==> src/rtl/alu_share_arbiter.sv <==
// Round-robin front end that time-shares one combinational ALU between two requesters.
// Each accepted op runs ACCEPT -> EXEC -> RESP and returns a tagged response with captured status.
module alu_share_arbiter #(
  parameter int WIDTH   = 8,
  parameter int NUM_OPS = 9,
  parameter int MUL_OP  = 3
) (
  input  logic             clk,
  input  logic             reset,
  input  logic [1:0]       req_valid,
  output logic [1:0]       req_ready,
  input  logic [3:0]       req_sel0,
  input  logic [3:0]       req_sel1,
  input  logic [WIDTH-1:0] req_a0,
  input  logic [WIDTH-1:0] req_b0,
  input  logic [WIDTH-1:0] req_a1,
  input  logic [WIDTH-1:0] req_b1,
  output logic [WIDTH-1:0] alu_a,
  output logic [WIDTH-1:0] alu_b,
  output logic [3:0]       alu_sel,
  input  logic [WIDTH-1:0] alu_out,
  input  logic [WIDTH-1:0] alu_mul_high,
  input  logic [3:0]       alu_sreg,
  output logic             rsp_valid,
  input  logic             rsp_ready,
  output logic             rsp_id,
  output logic [WIDTH-1:0] rsp_result,
  output logic [WIDTH-1:0] rsp_mul_high,
  output logic [3:0]       rsp_sreg,
  output logic             rsp_err,
  output logic [3:0]       sreg_last,
  output logic [15:0]      op_count
);

  localparam logic [4:0] NUM_OPS_L = 5'(NUM_OPS);
  localparam logic [3:0] MUL_SEL   = 4'(MUL_OP);

  typedef enum logic [1:0] {
    IDLE = 2'd0,
    EXEC = 2'd1,
    RESP = 2'd2
  } state_t;

  state_t state;
  state_t state_next;

  logic             last_grant;
  logic             inflight_id;
  logic             inflight_err;
  logic             grant_id;
  logic             accept;
  logic [3:0]       win_sel;
  logic [WIDTH-1:0] win_a;
  logic [WIDTH-1:0] win_b;
  logic             win_illegal;

  // ---------------------------------------------------------------------------
  // State register
  // ---------------------------------------------------------------------------
  // NOTE: sequential state uses non-blocking assignments so every register
  // samples pre-edge values regardless of process ordering.
  always_ff @(posedge clk) begin
    if (reset) begin
      state <= IDLE;
    end else begin
      state <= state_next;
    end
  end

  // ---------------------------------------------------------------------------
  // Next-state logic
  // ---------------------------------------------------------------------------
  // NOTE: every comb output gets a default before the case so no path can
  // leave it unassigned and infer a latch.
  always_comb begin
    state_next = state;
    case (state)
      IDLE:    if (accept)    state_next = EXEC;
      EXEC:                   state_next = RESP;
      RESP:    if (rsp_ready) state_next = IDLE;
      default:                state_next = IDLE;
    endcase
  end

  // ---------------------------------------------------------------------------
  // Output logic: round-robin grant and request handshake
  // ---------------------------------------------------------------------------
  always_comb begin
    grant_id  = 1'b0;
    req_ready = 2'b00;
    case (req_valid)
      2'b01:   grant_id = 1'b0;
      2'b10:   grant_id = 1'b1;
      2'b11:   grant_id = ~last_grant;
      default: grant_id = 1'b0;
    endcase
    if ((state == IDLE) && !reset && (req_valid != 2'b00)) begin
      req_ready = grant_id ? 2'b10 : 2'b01;
    end
  end

  assign accept = |(req_valid & req_ready);

  // Winner payload is sampled only on the accept edge, so later changes are harmless.
  assign win_sel     = grant_id ? req_sel1 : req_sel0;
  assign win_a       = grant_id ? req_a1   : req_a0;
  assign win_b       = grant_id ? req_b1   : req_b0;
  assign win_illegal = ({1'b0, win_sel} >= NUM_OPS_L);

  // ---------------------------------------------------------------------------
  // Datapath: ALU operand registers, response capture and statistics
  // ---------------------------------------------------------------------------
  always_ff @(posedge clk) begin
    if (reset) begin
      last_grant   <= 1'b1;
      inflight_id  <= 1'b0;
      inflight_err <= 1'b0;
      alu_a        <= '0;
      alu_b        <= '0;
      alu_sel      <= '0;
      rsp_valid    <= 1'b0;
      rsp_id       <= 1'b0;
      rsp_result   <= '0;
      rsp_mul_high <= '0;
      rsp_sreg     <= '0;
      rsp_err      <= 1'b0;
      sreg_last    <= '0;
      op_count     <= '0;
    end else begin
      if (accept) begin
        last_grant   <= grant_id;
        inflight_id  <= grant_id;
        inflight_err <= win_illegal;
        // Illegal codes run a harmless all-zero op; the result is discarded anyway.
        alu_sel      <= win_illegal ? 4'd0 : win_sel;
        alu_a        <= win_illegal ? '0   : win_a;
        alu_b        <= win_illegal ? '0   : win_b;
      end

      if (state == EXEC) begin
        rsp_valid <= 1'b1;
        rsp_id    <= inflight_id;
        rsp_err   <= inflight_err;
        if (inflight_err) begin
          rsp_result   <= '0;
          rsp_mul_high <= '0;
          rsp_sreg     <= '0;
        end else begin
          rsp_result   <= alu_out;
          rsp_mul_high <= (alu_sel == MUL_SEL) ? alu_mul_high : '0;
          rsp_sreg     <= alu_sreg;
        end
      end

      if ((state == RESP) && rsp_ready) begin
        rsp_valid <= 1'b0;
        op_count  <= op_count + 16'd1;
        if (!rsp_err) begin
          sreg_last <= rsp_sreg;
        end
      end
    end
  end

endmodule
==> config.mk <==
export PLATFORM = sky130hd
export DESIGN_NAME = alu_share_arbiter
export DESIGN_NICKNAME = d
export VERILOG_FILES = /design/src/rtl/alu_share_arbiter.sv
export SDC_FILE = /design/constraint.sdc
export NUM_CORES = 1
export LEC_CHECK = 0
export CAP_MARGIN = 20
export CORE_AREA = 5 5 132 84
export CTS_BUF_LIST = sky130_fd_sc_hd__clkbuf_8
export CTS_CLUSTER_DIAMETER = 60
export DETAILED_ROUTE_END_ITERATION = 10
export DIE_AREA = 0 0 137 89
export PLACE_DENSITY = 0.57
export SYNTH_ARGS = -nofsm -noshare
export SYNTH_HDL_FRONTEND = slang
export SYNTH_SLANG_ARGS = --single-unit
export TNS_END_PERCENT = 30
==> constraint.sdc <==
create_clock -name clk -period 2.32 [get_ports clk]
set_input_delay 0.232 -clock clk [delete_from_list [all_inputs] [get_ports clk]]
set_output_delay 0.232 -clock clk [all_outputs]
set_load 0.01 [all_outputs]
Word-level counts from Yosys, hierarchy flattened
Index checks and enable logic that the tools add are counted.
Cells by class
  reduce and logical (&&, ||, !) cells: 10
  muxes and demuxes: 16
  $add $sub $neg: 1
  bitwise logic cells: 3
  magnitude comparators: 1
  equality and inequality tests: 7
Operators with widths (number)
  $mux W8: 7
  $add A16 B1 Y16 const B: 1
  $mux W4: 3
  $mux W2: 4
  $eq A2 B2 Y1 const B: 3
  $pmux W2 S3: 1
  $eq A4 B2 Y1 const B: 1
  $ge A4 B4 Y1 const B: 1
  $ne A2 B2 Y1 const B: 2
  $reduce_and A2 Y1: 2
  $reduce_or A2 Y1: 2
  $logic_and A1 B1 Y1: 3
  $and A2 B2 Y2: 1
  $eq A2 B1 Y1 const B: 1
  $logic_not A2 Y1: 1
  $not A1 Y1: 2
  $pmux W1 S2: 1
  $reduce_bool A2 Y1: 1
  $logic_not A1 Y1: 1
Word-level totals
  input port bits: 65
  output and inout port bits: 65
  flip-flop bits (word level): 68
  logic and storage cells: 53

Depth between registers and ports, before layout
  depth after elaboration: 8
  depth in mapped cells: 8
  depth with buffers taken out: 5

Least setup slack after synthesis
Ideal clock, no wire load.
  path type: register -> register
  from: reg op_count[2]
  to: reg op_count[15]
  data arrival time: 1.685 ns
  library setup time: 0.070 ns
  cell stages (with the launch flop): 6
  period minus slack after synthesis: 1.755 ns
  slack: 0.565 ns
  required time: 2.250 ns
  cell sequence: dfxtp_1 > nand3_2 > or3_1 > buf_2 > or4_1 > a21oi_1
Between the ends
  cells in the longest elaborated chain, start to end: 1
RTL lines
  start: declaration: RTL line 32  | output logic [15:0] op_count
  start signal: assignment: RTL line 157  | op_count <= op_count + 16'd1;
  $add A16 B1 Y16: RTL line 157
Every way passes these cells.
A chain may end at the register's enable or synchronous reset.

Final worst setup path
  from: reg state[1]
  to: out req_ready[0]
Between the ends
  cells in the longest elaborated chain, start to end: 4
RTL lines
  start: declaration: RTL line 44  | state_t state;
  start signal: assignment: RTL line 66  | state <= state_next;
  $logic_not A2 Y1: RTL line 97  | if ((state == IDLE) && !reset && (req_valid != 2'b00)) begin
  $logic_and A1 B1 Y1 (2 in series): RTL line 97
  $mux W2: RTL line 97
  end: declaration: RTL line 11  | output logic [1:0] req_ready,
Every way passes these cells.

==> flow_summary.json <==
{
  "slew_headroom_pct": 53.2,
  "drt_iter0_markers": 117,
  "grt_use_met2_pct": 21.3,
  "use_met1_pct": 20.9,
  "crit_arrival_ps": 1830,
  "cts_resized": 0,
  "dp.cells": 561,
  "power_frac_clock_pct": 33.8,
  "fin_ws_ps": 262,
  "cp-start-kind": "flop",
  "cts_inserted_buffers": 9,
  "period_share_pct": 88.7,
  "max_freq_ghz": 0.486,
  "clock_path_buffers": 2,
  "avgSynthCellArea_sq_um": 9.24,
  "die-area_sq_mm": 0.0122,
  "cts_tree": "done",
  "rows": 28,
  "design.core.area_sq_mm": 0.00963,
  "synth_edf_count": 0,
  "async_reset_ff_share_pct": 0,
  "status": "complete, no violations",
  "yosys_register_bits": 68,
  "hp-class": "input port to flop",
  "busiest_layer": "met2",
  "htreeDepth": 3,
  "synth_area_leaders": "dfxtp_1 (48%), mux2i_1 (8.1%), nor2_1 (4.9%)",
  "synthCells": 309,
  "path_clk_slew_ps": 70,
  "clock_skew_ps": 7.77,
  "wire_per_inst_um": 15.3,
  "start_util_pct": 29.6,
  "drc": 0,
  "grt_usage_pct": 14.9,
  "drive_gt1_share_pct": 7.47,
  "pre_cts_ws_ps": 187,
  "drt_wl_total_mm": 8.80,
  "place_hpwl_mm": 6.62,
  "met3_usage_pct": 6.92,
  "p_int_uw": 1960,
  "yosys-top-cells-count": "dfxtp_1 (68), nor2_1 (37), a21oi_1 (23), mux2i_1 (23), o21ai_0 (22)",
  "yosysMostFrequentCell": "dfxtp_1",
  "diodes": 0,
  "final_cells": 577,
  "vdd_drop_max_uv": 259,
  "finalSetupTns_ps": 0,
  "clock_latency_ps": 330,
  "fp.dieH_um": 89,
  "ant_nets": 0,
  "post-synth-top-area-cell": "dfxtp_1",
  "required_ps": 2090,
  "cts_hold_buffers": 0,
  "fin_crit_ps": 2060,
  "grt_max_degree": 48,
  "io-pin-count": 130,
  "pwr-share-seq_pct": 48.2,
  "die_x_um": 137,
  "grt_pass1_vias": 2737,
  "ys.flop_type": "dfxtp_1",
  "area_delta_synth_final_pct": 56.7,
  "synthDistinctLibCells": 45,
  "power.density_mw_per_mm2": 589,
  "synth_top_area_share_pct": 47.7,
  "via_per_inst": 4.68,
  "yosysWarningCount": 0,
  "rsz0062_at_grt": "no",
  "synth_area_sq_mm": 0.00286,
  "ys_seq_area_share_pct": 47.7,
  "cts.sinks": 68,
  "crit_type": "flop to output pin",
  "grt_pass1_wl_mm": 14.3,
  "crit_path_end_kind": "output pin",
  "netSwitchingFraction_pct": 25.6,
  "io_buffers": 129,
  "cts_root_buf": "clkbuf_8",
  "combPwrFrac_pct": 18.1,
  "drv_slew": 0,
  "maxCapViolations": 0,
  "antenna_found_initial": 0,
  "final_nets": 503,
  "cts_setup_buffers": 0,
  "hold_viol_final": 0,
  "drt_pass1_iterations": 4,
  "place.gp.congestion": 0.739,
  "finalSetupViolations": 0,
  "grt_remaining_overflow": 0,
  "num_vias": 2703,
  "tightest_slew_ps": 696,
  "path_max_fanout": 8,
  "switchingPower_uw": 674,
  "p_leak_uw": 0.00157,
  "syn_nets": 375
}
-- stage by stage --
step / power, uW / cell area [sq um] / hold WS (ps) / utilization (%)
6_report: 2630 / 4470 / 409 / 46.4
5_1_grt: 2780 / 4470 / 407 / 46.4
4_1_cts: 2680 / 4470 / 398 / 46.4
3_3_place_gp: 1770 / 4290 / 448 / 44.6
2_1_floorplan: 1500 / 2860 / 380 / -
3_5_place_dp: 1770 / 4290 / 448 / 44.6
-- metal layers --
metal	routed length, um	up-vias
met5	0	-
met4	38	0
met3	774	6
met2	3680	84
met1	4310	1239
li1	-	1374
-- layout by cell type (no fill, tap or decap), types with 3 or more instances in the layout --
cell / n
xnor2_1: 9
a31o_2: 3
a211oi_1: 17
nor4_1: 4
mux2i_1: 23
nor2_1: 37
o21ai_0: 22
clkbuf_8: 12
dfxtp_1: 68
or3_1: 4
a21oi_1: 23
nor3_1: 7
clkdlybuf4s50_1: 128
nand3_1: 4
nand2_1: 9
a22oi_1: 8
nand4_1: 4
buf_4: 9
nor3b_1: 12
inv_1: 8
-- cell families (layout without fill, tap and decap cells) --
| group | count (synthesis) | in the layout | share of synthesized area (%) |
|---|---|---|---|
| multiplexers | 24 | 24 | 8.46 |
| AND/OR/NAND/NOR | 97 | 97 | 18.7 |
| AO/OA/AOI/OAI | 81 | 81 | 17.4 |
| adder cells (fa/ha/maj) | 1 | 1 | 0.438 |
| buffers and inverters | 27 | 160 | 3.90 |
| XOR/XNOR | 11 | 11 | 3.37 |
| flip-flops | 68 | 68 | 47.7 |
-- path summary, 6_finish.rpt --
check                           cells after the start                   endpoint                startpoint  slack [ps]
worst min register to register                      1   inflight_id$_SDFFE_PP0P_  inflight_id$_SDFFE_PP0P_         460
worst max register to register                      4  op_count[15]$_SDFFE_PP0P_  op_count[2]$_SDFFE_PP0P_         460
worst min-delay path                                4   inflight_id$_SDFFE_PP0P_                     reset         410
worst max-delay path                                4               req_ready[0]     state[1]$_SDFFE_PP0P_         260
-- final cells by class --
| type | count | area [sq um] |
|---|---|---|
| Clock inverter | 4 | 16.3 |
| Timing Repair Buffer | 138 | 1350 |
| Inverter | 6 | 22.5 |
| Tap cell | 135 | 169 |
| Fill cell | 908 | 5160 |
| Clock buffer | 12 | 165 |
| Sequential cell | 68 | 1360 |
| Multi-Input combinational cell | 214 | 1390 |
-- critical path, cell delays in order, from the launching register on --
cell	delay, ps
dfxtp_1	390
nor3_1	280
o21ai_1	160
nor2_1	120
clkdlybuf4s50_1	540
-- power groups by stage --
stage,sequential [uW],clock (uW),combinational [uW]
5_1_grt,1280,986,520
6_report,1270,889,476
2_1_floorplan,1310,0,189
4_1_cts,1270,927,483
3_5_place_dp,1290,0,480
3_3_place_gp,1290,0,479
-- registers in the layout (all words and copies together) (netlist names) --
register / cells
inflight_id: 1
rsp_err: 1
sreg_last: 4
rsp_mul_high: 8
alu_a: 8
alu_sel: 4
rsp_valid: 1
rsp_sreg: 4
rsp_result: 8
alu_b: 8
inflight_err: 1
last_grant: 1
rsp_id: 1
op_count: 16
state: 2
Power figures use the tool's default switching activity.
